File: src/rtl/mult_product_accumulator.sv
// Product accumulator behind the 4x4 array multiplier. It sums a frame of
// COUNT_MAX unsigned 8-bit products into an ACC_W-bit accumulator. The sum
// wraps modulo 2^ACC_W. The result is then streamed out as two bytes, low
// byte first, over a valid/ready handshake.
module mult_product_accumulator #(
  parameter int ACC_W     = 16,  // 8..16
  parameter int COUNT_MAX = 8    // 1..15
) (
  input  logic       clk,
  input  logic       rst_n,
  input  logic [7:0] prod_in,
  input  logic       prod_valid,
  output logic       prod_ready,
  input  logic       clear,
  output logic [7:0] out_data,
  output logic       out_valid,
  input  logic       out_ready,
  output logic [3:0] frame_cnt,
  output logic       overflow
);

  localparam int         SUM_W    = ACC_W + 1;
  localparam logic [3:0] CNT_LAST = 4'(COUNT_MAX);

  typedef enum logic [1:0] {
    ACCUM   = 2'd0,
    SEND_LO = 2'd1,
    SEND_HI = 2'd2
  } state_t;

  state_t           state_q, state_d;
  logic [ACC_W-1:0] acc_q, acc_d;
  logic [3:0]       cnt_q, cnt_d;
  logic             ovf_q, ovf_d;

  // The extra top bit of the sum is the carry out of the accumulator.
  logic [SUM_W-1:0] sum;
  logic [15:0]      acc_ext;

  assign sum     = {1'b0, acc_q} + SUM_W'(prod_in);
  assign acc_ext = 16'(acc_q);

  // State register: all frame state is cleared by a synchronous reset.
  always_ff @(posedge clk) begin
    // NOTE: sequential state uses non-blocking assignments. All flops then
    // update together from values sampled before the edge.
    if (!rst_n) begin
      state_q <= ACCUM;
      acc_q   <= '0;
      cnt_q   <= '0;
      ovf_q   <= 1'b0;
    end else begin
      state_q <= state_d;
      acc_q   <= acc_d;
      cnt_q   <= cnt_d;
      ovf_q   <= ovf_d;
    end
  end

  // Next-state logic. clear overrides any product accept or output handshake.
  always_comb begin
    // NOTE: every output of this block gets a default first. Without that,
    // a path that misses an assignment would infer a latch.
    state_d = state_q;
    acc_d   = acc_q;
    cnt_d   = cnt_q;
    ovf_d   = ovf_q;
    if (clear) begin
      state_d = ACCUM;
      acc_d   = '0;
      cnt_d   = '0;
      ovf_d   = 1'b0;
    end else begin
      unique case (state_q)
        ACCUM: begin
          if (prod_valid) begin
            acc_d = sum[ACC_W-1:0];
            ovf_d = ovf_q | sum[ACC_W];
            cnt_d = cnt_q + 4'd1;
            if (cnt_q + 4'd1 == CNT_LAST) state_d = SEND_LO;
          end
        end
        SEND_LO: begin
          if (out_ready) state_d = SEND_HI;
        end
        SEND_HI: begin
          if (out_ready) begin
            state_d = ACCUM;
            acc_d   = '0;
            cnt_d   = '0;
            ovf_d   = 1'b0;
          end
        end
        default: state_d = ACCUM;
      endcase
    end
  end

  // Output decode. Outputs come from registered state only, apart from clear -> prod_ready.
  always_comb begin
    prod_ready = (state_q == ACCUM) && !clear;
    out_valid  = (state_q == SEND_LO) || (state_q == SEND_HI);
    out_data   = 8'h00;
    unique case (state_q)
      SEND_LO: out_data = acc_ext[7:0];
      SEND_HI: out_data = acc_ext[15:8];
      default: out_data = 8'h00;
    endcase
  end

  assign frame_cnt = cnt_q;
  assign overflow  = ovf_q;

endmodule

File: config.mk
export PLATFORM = sky130hd
export DESIGN_NAME = mult_product_accumulator
export DESIGN_NICKNAME = d
export VERILOG_FILES = /design/src/rtl/mult_product_accumulator.sv
export SDC_FILE = /design/constraint.sdc
export NUM_CORES = 1
export LEC_CHECK = 0
export ABC_AREA = 1
export CELL_PAD_IN_SITES_DETAIL_PLACEMENT = 1
export CELL_PAD_IN_SITES_GLOBAL_PLACEMENT = 1
export CORE_UTILIZATION = 41
export CTS_BUF_LIST = sky130_fd_sc_hd__clkbuf_4
export CTS_CLUSTER_DIAMETER = 80
export DETAILED_ROUTE_END_ITERATION = 10
export PLACE_DENSITY_LB_ADDON = 0.1
export SLEW_MARGIN = 30
export SYNTH_ARGS = -nofsm -noshare
export SYNTH_HDL_FRONTEND = slang
export SYNTH_SLANG_ARGS = --single-unit
File: constraint.sdc
create_clock -name clk -period 2.9 [get_ports clk]
set_input_delay 0.435 -clock clk [delete_from_list [all_inputs] [get_ports clk]]
set_output_delay 0.435 -clock clk [all_outputs]
set_load 0.02 [all_outputs]
==> metrics <==
status completed; final setup fails 0; r2r endpoint acc_ext[1]; Detailed Route WL approximately 4900 µm; Area Growth Syn to Fin 19.7%; reg-to-reg setup timing slack 0.84 ns; CP startpoint kind flop; cell family with most CP delay buffers and inverters; Worst Min Path Start overflow; routed vias/inst 5.15; worst clock skew between 0.002 and 0.0025 ns; multi-input combinational cell area 0.00113 mm²; Reg area about 460 µm²; synthesized cell area 0.00174 mm²; 1st-iter DRT viols between 60 and 70; WL met2 between 2000 and 2500 µm; ANT cells 0; initial antenna violation count 0; Reg2Reg Launch Point state_q[0]; post-cts sizing count 0; vias 1829; Final Net Count between 300 and 400; Remaining Overflow, GRT 0; first-pass iteration count of the detailed router 6; post-synthesis net count just over 300; WP data required ~2.5 ns; Synth Register Bits 23; worst vdd ir 0.000166 V; maximum clock path buffer count 2; share of cells above drive strength 1 around 7%; sequential area share after synthesis 26.4%; Hold Vio Cnt, Final 0; DRC viols 0; Clock Sinks 23; met3 WL roughly 100 µm; CTS tree done; global-route wire length before repair just over 8000 µm; Avg WL per Cell 13.9 µm; Final Slew Violations 0; unique cell type count in the Yosys netlist 29; DRT met1 WL 2460 µm; max layer used met4; CP cell instances inv_1 > ha_1 > nand2_1 > a21oi_1 > clkdlybuf4s50_1; Arr. time, crit path 2.27 ns; Synth Warn # 0; Die ar. 0.00452 mm²; Slew headroom between 60 and 70%; Core Region a little over 0.004 mm²; final setup margin between 0.15 and 0.2 ns; std cell rows 23; final worst path period need around 2.7 ns; Worst Setup Path Type flop to primary output; IO Pins 28; root buffer cell clkbuf_4; CP Capture Type primary output; Hold Buf Count CTS 0; period utilization between 90 and 100%; CTS Buf Count 3; PortBufs 27; FILL cells about 560; height of the die a little under 70 µm; hold depth 2; Power Dens Cells about 290 mW/mm²; CTS H-tree lvls 1; Skew-Pair Late Insertion Delay around 0.33 ns; commonest cells after routing, fill and taps aside nand2_1 (96), inv_1 (31), a21oi_1 (29); Slew @ Worst Pin 0.564 ns; clock-pin slew on the worst setup and hold paths approximately 0.14 ns; Worst Hold Endpoint overflow; Synth Instances between 200 and 300; total negative slack 0 ns; CP max FO 12; Fmax achieved approximately 370 MHz; Post-DRT Antenna Nets 0; Reg2Reg Depth 10; Final Wtd Congestion 0.793; crit path buf inv count 2; Place WS about 0.48 ns; hold crit path type flop to flop; Die Wd roughly 67 µm; CP max stage cell clkdlybuf4s50_1; setup repair bufs after CTS 0; Syn Area/Cell 6.29 µm²; worst stage delay on the critical path around 0.63 ns; vias in the first global route about 1800; commonest non-fill, non-tap cell in the layout nand2_1; initial core utilization 43.3%; GRT Util Overall 23.9%; Max Cap Violations 0; unrepaired setup endpoints after global routing no; Final Cell Area between 0.002 and 0.0025 mm²; post-DP HPWL between 3000 and 4000 µm; largest net degree at the start of global routing 17; Lkg Pwr ~0.88 nW; dpl cell area roughly 0.002 mm²
## worst max-delay path by stage
stage | start | endpoint | slack, ns | cells past startpoint
after global routing | state_q[0] | out_data[5] | 0.02 | 5
after floorplan | state_q[0] | out_data[0] | 1.14 | 4
after global placement | prod_in[0] | acc_ext[8] | 0.55 | 12
after CTS | state_q[0] | out_data[5] | 0.19 | 5
after detailed placement | prod_in[0] | acc_ext[8] | 0.48 | 12
final | state_q[0] | out_data[5] | 0.19 | 5
## stage by stage
step	instances	util [%]	power (W)	hold WS, ns
after global routing	355	51.8	0.000635	0.509
after detailed placement	351	51.1	0.000449	0.458
after floorplan	277	-	0.000408	0.461
after global placement	351	51.1	0.000447	0.442
final	355	51.8	0.000605	0.466
after CTS	355	51.8	0.000612	0.476
## worst register-to-register path, cell delays in order (launching register included)
cell,delay (ns)
dfxtp_1,0.37
inv_1,0.11
ha_1,0.53
nand2_1,0.11
nand2_1,0.12
inv_2,0.06
nand2_4,0.21
inv_2,0.17
o22ai_1,0.19
inv_1,0.06
nor2_1,0.07
## power breakdown
group | internal (W) | leakage, nW | total (W) | switching (W)
clock network | 0.0000518 | 0.0177 | 0.000163 | 0.000111
registers | 0.000322 | 0.186 | 0.000328 | 0.00000641
logic | 0.0000461 | 0.674 | 0.000114 | 0.0000678
total | 0.000420 | 0.878 | 0.000605 | 0.000186
## sequential cells by signal (all words and copies together), names as in the netlist
register   count
acc_ext       16
state_q        2
frame_cnt      4
overflow       1
## kinds of logic (layout without fill, tap and decap cells)
logic type,Yosys count,after routing,synth area share (%)
compound gates,38,38,12.1
xor+xnor,2,2,1.01
fa+ha+maj,15,15,11.2
buf+inv,40,68,8.90
flops,23,23,26.4
simple gates,159,159,40.4
## layer usage
| metal | up-vias | track usage [%] |
|---|---|---|
| met4 | 0 | 5.85 |
| met5 | - | 0 |
| met1 | 866 | 30.9 |
| li1 | 935 | - |
| met3 | 6 | 2.20 |
| met2 | 22 | 42.1 |
## Yosys cell counts, drive strengths merged
cell,n,area (µm²)
a21boi,1,7.51
a21oi,31,163
buf,2,12.5
clkbuf,1,3.75
clkinv,2,7.51
dfxtp,23,460
fa,1,20.0
ha,14,175
inv,35,131
nand2,98,378
nand3,27,155
nand3b,5,37.5
nor2,28,129
nor3,1,5.00
o21a,1,7.51
o21ai,3,18.8
o21bai,1,7.51
o22ai,1,6.26
xnor2,1,8.76
xor2,1,8.76
## cell type report
cell class | count | share of cell area, %
Timing Repair Buffer | 27 | 12.9
Tap cell | 50 | 3.00
Clock inverter | 1 | 0.240
Sequential cell | 23 | 22.1
Clock buffer | 3 | 1.08
Multi-Input combinational cell | 214 | 54.0
Inverter | 37 | 6.65
Note: power is estimated with default switching activity, not from simulation.
==> variant 1 (config.mk and constraints unchanged) <==
Put one more register stage on the output `overflow`, cleared by the reset. The value now appears one clock later. The other outputs are not delayed to match.
--- a/src/rtl/mult_product_accumulator.sv
+++ b/src/rtl/mult_product_accumulator.sv
@@ -111,3 +111,9 @@
   assign frame_cnt = cnt_q;
-  assign overflow  = ovf_q;
+  always_ff @(posedge clk) begin
+    if (!rst_n) begin
+      overflow <= '0;
+    end else begin
+      overflow <= ovf_q;
+    end
+  end
 
Check against the original RTL: no difference found for any inputs over 10 cycles, from zero or initial values and one cycle with rst_n low; that may be too few to reach the edited logic, so the function may still have changed.
==> variant 1 against the original RTL <==
  * Routed wire length increased by 2.2%
  * Count of clock-buffer cells in the layout unchanged
  * Synthesized area increased by 0.43%
  * Power increased by 18%
  * Setup slack improved by 37 ps
  * Final area increased by 0.72%
  * Synthesized cell count increased by 1.4%
  * Sequential cell count increased by 1
  * Critical endpoint is now out_data[3]
  * Largest power group unchanged
  * Highest routed layer unchanged
==> variant 1: results (changes against the original RTL) <==
{| class="wikitable"
! Metric !! Value
|-
| Startpoint of the most critical setup path || state_q[0] (unchanged)
|-
| Largest vdd supply drop || 0.215 mV (was 0.166 mV)
|-
| Hold Path Cell Cnt || 2 (unchanged)
|-
| Most numerous cell types in the synthesized netlist || 98 x nand2_1, 35 x inv_1, 31 x a21oi_1, 28 x nor2_1, 24 x dfxtp_1 (was 96 x nand2_1, 31 x inv_1, 29 x a21oi_1, 24 x nor2_1)
|-
| RD Place Congestion || 0.837 (was 0.793)
|-
| Syn Nets || 309 (was 305)
|-
| Worst Setup Slack, final || 232 ps (was 194 ps)
|-
| Nets || 337 (was 334)
|-
| Overall fraction of global-route tracks in use || 24.6% (was 23.9%)
|-
| Post-synthesis cell type count || 27 (was 29)
|-
| Max Clock Skew || 5.80 ps (was 2.20 ps)
|-
| Sequential fraction of design power || 47.9% (was 54.2%)
|-
| Vias in the first global route || 1840 (was 1783)
|-
| Leakage power summed over all cells || 0.881 nW (was 0.878 nW)
|-
| Primary flip-flop cell chosen by synthesis mapping || dfxtp_1 (unchanged)
|-
| Slew at the pin with the worst max-slew slack || 738 ps (was 564 ps)
|-
| Pre-CTS setup slack || 504 ps (was 484 ps)
|-
| Fraction of final layout cells with drive strength greater than 1 || 3.57% (was 6.89%)
|-
| Final cell count without fillers || 358 (was 355)
|-
| Reported clock group power || 0.258 mW (was 0.163 mW)
|-
| Global-route wire length before repair || 8330 um (was 8170 um)
|-
| Placed Cells incl. Taps || 354 (was 351)
|-
| Avg WL per Cell || 14.0 um (was 13.9 um)
|-
| R2r endpoint || acc_ext[14] (was acc_ext[1])
|-
| Placed Instance Area || 2050 um^2 (was 2060 um^2)
|-
| Slack of the worst reg-to-reg path || 820 ps (was 840 ps)
|-
| Mean post-synth cell area || 6.23 um^2 (was 6.29 um^2)
|-
| Vias per cell || 5.23 (was 5.15)
|-
| Violation count after the first detailed-route iteration || 69 (was 68)
|-
| Yosys warnings || 0 (unchanged)
|-
| Dpl hpwl || 3970 um (was 3980 um)
|-
| CP Data Arrival Time || 2230 ps (was 2270 ps)
|-
| Reg clk slew, reported paths || 160 ps (was 140 ps)
|-
| Worst setup path endpoint || out_data[3] (was out_data[5])
|-
| Hold slack final || 460 ps (was 466 ps)
|-
| HP Start || ovf_q (was overflow)
|-
| Switching Share || 26.9% (was 30.7%)
|-
| Most area-consuming cells after synthesis || dfxtp_1 27%, nand2_1 21%, ha_1 10% (was dfxtp_1 26%, nand2_1 21%, ha_1 10%)
|-
| Clock Power Share || 36.2% (was 27.0%)
|-
| Register area share after synthesis || 27.4% (was 26.4%)
|-
| Initial antenna violation count || 0 (unchanged)
|-
| Hold-critical path endpoint || overflow (unchanged)
|-
| Status || complete, no violations (unchanged)
|-
| 1st-pass router iterations || 4 (was 6)
|-
| Pin count of the biggest net entering global routing || 15 (was 17)
|}
variant 1: kinds of logic (layout without fill, tap and decap cells):
kind of cell    Yosys count  count (layout)  synth area share, %
xor+xnor                  2               2                 1.00
buf+inv                  42              69                 10.4
flops                    24              24                 27.4
compound gates           39              39                 12.4
fa+ha+maj                15              15                 11.2
simple gates            159             159                 37.6
variant 1: area by class of cell:
type                    count  area [um^2]
flip-flops and latches     24          480
clock inverters             1         30.0
inverters                  38          148
repair buffers             27          270
multi-input cells         215         1090
fillers                   568         1960
well taps                  50         62.6
clock buffers               3         22.5
variant 1: per-layer routing:
layer,up-vias,routed length (um),track usage [%]
met2,28,2380,44.0
met1,894,2480,31.7
met4,0,38,3.99
met5,-,0,0
li1,945,-,-
met3,4,133,3.04
variant 1: critical path, stage by stage (launching register included):
cell and delay [ps]:
dfxtp_1 370, inv_1 100, ha_1 480, nand2_1 130
a21oi_1 180, clkdlybuf4s50_1 630
==> variant 2 (same flow settings) <==
Made on the original files. `COUNT_MAX`: 8 -> 6. Comments in the files are not updated.
--- a/src/rtl/mult_product_accumulator.sv
+++ b/src/rtl/mult_product_accumulator.sv
@@ -6,3 +6,3 @@
   parameter int ACC_W     = 16,  // 8..16
-  parameter int COUNT_MAX = 8    // 1..15
+  parameter int COUNT_MAX = 6    // 1..15
 ) (
Behaviour: not the same (a bounded check fails within 10 cycles, from zero or initial values).
==> variant 2 against the original RTL <==
  * Routed wire length increased by 7.7%
  * Synthesized area increased by 1.8%
  * Setup slack got worse by 1.5 ps
  * Fmax about the same
  * Final area increased by 0.78%
  * Critical path depth unchanged
  * Sequential cell count unchanged
  * Sequential power about the same
  * Power decreased by 0.12%
==> variant 2: results (changes against the original RTL) <==
{| class="wikitable"
! Metric !! Value
|-
| Placed Instance Area || 2080 um^2 (was 2060 um^2)
|-
| Pint || 0.420 mW (about the same)
|-
| Status || complete, no violations (unchanged)
|-
| Pin count of the biggest net entering global routing || 16 (was 17)
|-
| XOR/XNOR Fraction of Synth Area || 1.48% (was 1.01%)
|-
| Synth top area share || 26.0% (was 26.4%)
|-
| 1st-pass router iterations || 4 (was 6)
|-
| Most area-consuming cells after synthesis || dfxtp_1 26%, nand2_1 20%, ha_1 11% (was dfxtp_1 26%, nand2_1 21%, ha_1 10%)
|-
| RD Place Congestion || 0.793 (about the same)
|-
| Leakage power summed over all cells || 0.894 nW (was 0.878 nW)
|-
| Fraction of synthesized area in multiplexers || 0% (unchanged)
|-
| Dpl hpwl || 4210 um (was 3980 um)
|-
| Global-route wire length before repair || 8600 um (was 8170 um)
|-
| Largest vdd supply drop || 0.207 mV (was 0.166 mV)
|-
| Total wirelength of the detailed-routed design || 5300 um (was 4920 um)
|-
| Nets || 336 (was 334)
|-
| Max Clock Skew || 15.3 ps (was 2.20 ps)
|-
| Overall fraction of global-route tracks in use || 25.4% (was 23.9%)
|-
| Yosys warnings || 0 (unchanged)
|-
| Violation count after the first detailed-route iteration || 69 (was 68)
|-
| Fraction of the mapped netlist area in compound gates || 11.2% (was 12.1%)
|-
| Fraction of final layout cells with drive strength greater than 1 || 5.88% (was 6.89%)
|-
| Adder-cell area share of the yosys netlist || 11.7% (was 11.2%)
|-
| Register area share after synthesis || 26.0% (was 26.4%)
|-
| Pre-CTS setup slack || 477 ps (was 484 ps)
|-
| Most numerous cell types in the synthesized netlist || 96 x nand2_1, 35 x inv_1, 29 x a21oi_1, 24 x nor2_1, 23 x dfxtp_1 (was 96 x nand2_1, 31 x inv_1, 29 x a21oi_1, 24 x nor2_1)
|-
| Overall via count from detail_route || 1805 (was 1829)
|-
| Filler cell count || 559 (was 556)
|-
| Syn Nets || 309 (was 305)
|-
| Slew HR || 61.0% (was 62.4%)
|}
-- variant 2: layout make-up --
cell class | instances | area, um^2 | share of cell area, %
Multi-Input combinational cell | 214 | 1140 | 54.2
Sequential cell | 23 | 460 | 21.9
Timing Repair Buffer | 27 | 270 | 12.8
Inverter | 38 | 143 | 6.78
Tap cell | 50 | 62.6 | 2.97
Clock buffer | 3 | 22.5 | 1.07
Clock inverter | 1 | 5.00 | 0.238
-- variant 2: tightest hold or removal path, cell delays in order (launching register included) --
cell,delay [ps]
dfxtp_1,340
inv_1,50
a21oi_1,50
-- variant 2: power groups by stage --
stage / Sequential (mW) / Combinational (mW) / Clock [mW]
2_1_floorplan: 0.334 / 0.0765 / 0
3_3_place_gp: 0.335 / 0.113 / 0
3_5_place_dp: 0.335 / 0.117 / 0
4_1_cts: 0.328 / 0.118 / 0.165
5_1_grt: 0.329 / 0.131 / 0.177
6_report: 0.328 / 0.116 / 0.160
-- variant 2: layer usage --
| metal | GRT usage, % | vias to the layer above | part of all wire [%] |
|---|---|---|---|
| met5 | 0 | - | 0 |
| met4 | 7.03 | 0 | 1.4 |
| met3 | 3.72 | 6 | 2.8 |
| met2 | 44.3 | 29 | 49 |
| met1 | 32.1 | 834 | 47 |
| li1 | - | 936 | - |
-- variant 2: final timing paths --
path | start | to | slack [ps] | depth (start not counted)
max | state_q[0] | out_data[2] | 190 | 5
min | overflow | overflow | 460 | 2
max reg2reg | state_q[0] | frame_cnt[1] | 810 | 10
min reg2reg | overflow | overflow | 460 | 2
-- variant 2: cell families after synthesis --
logic type               after synthesis
AO/OA/AOI/OAI                         36
XOR/XNOR                               3
adder cells (fa/ha/maj)               16
buffers and inverters                 43
flip-flops                            23
AND/OR/NAND/NOR                      159
-- variant 2: per-stage QoR --
step                      total power, mW  hold WS [ps]  instances
after floorplan                     0.410           456        280
after global placement              0.448           444        352
after detailed placement            0.452           449        352
after CTS                           0.611           470        356
after global routing                0.638           514        356
final                               0.605           465        356
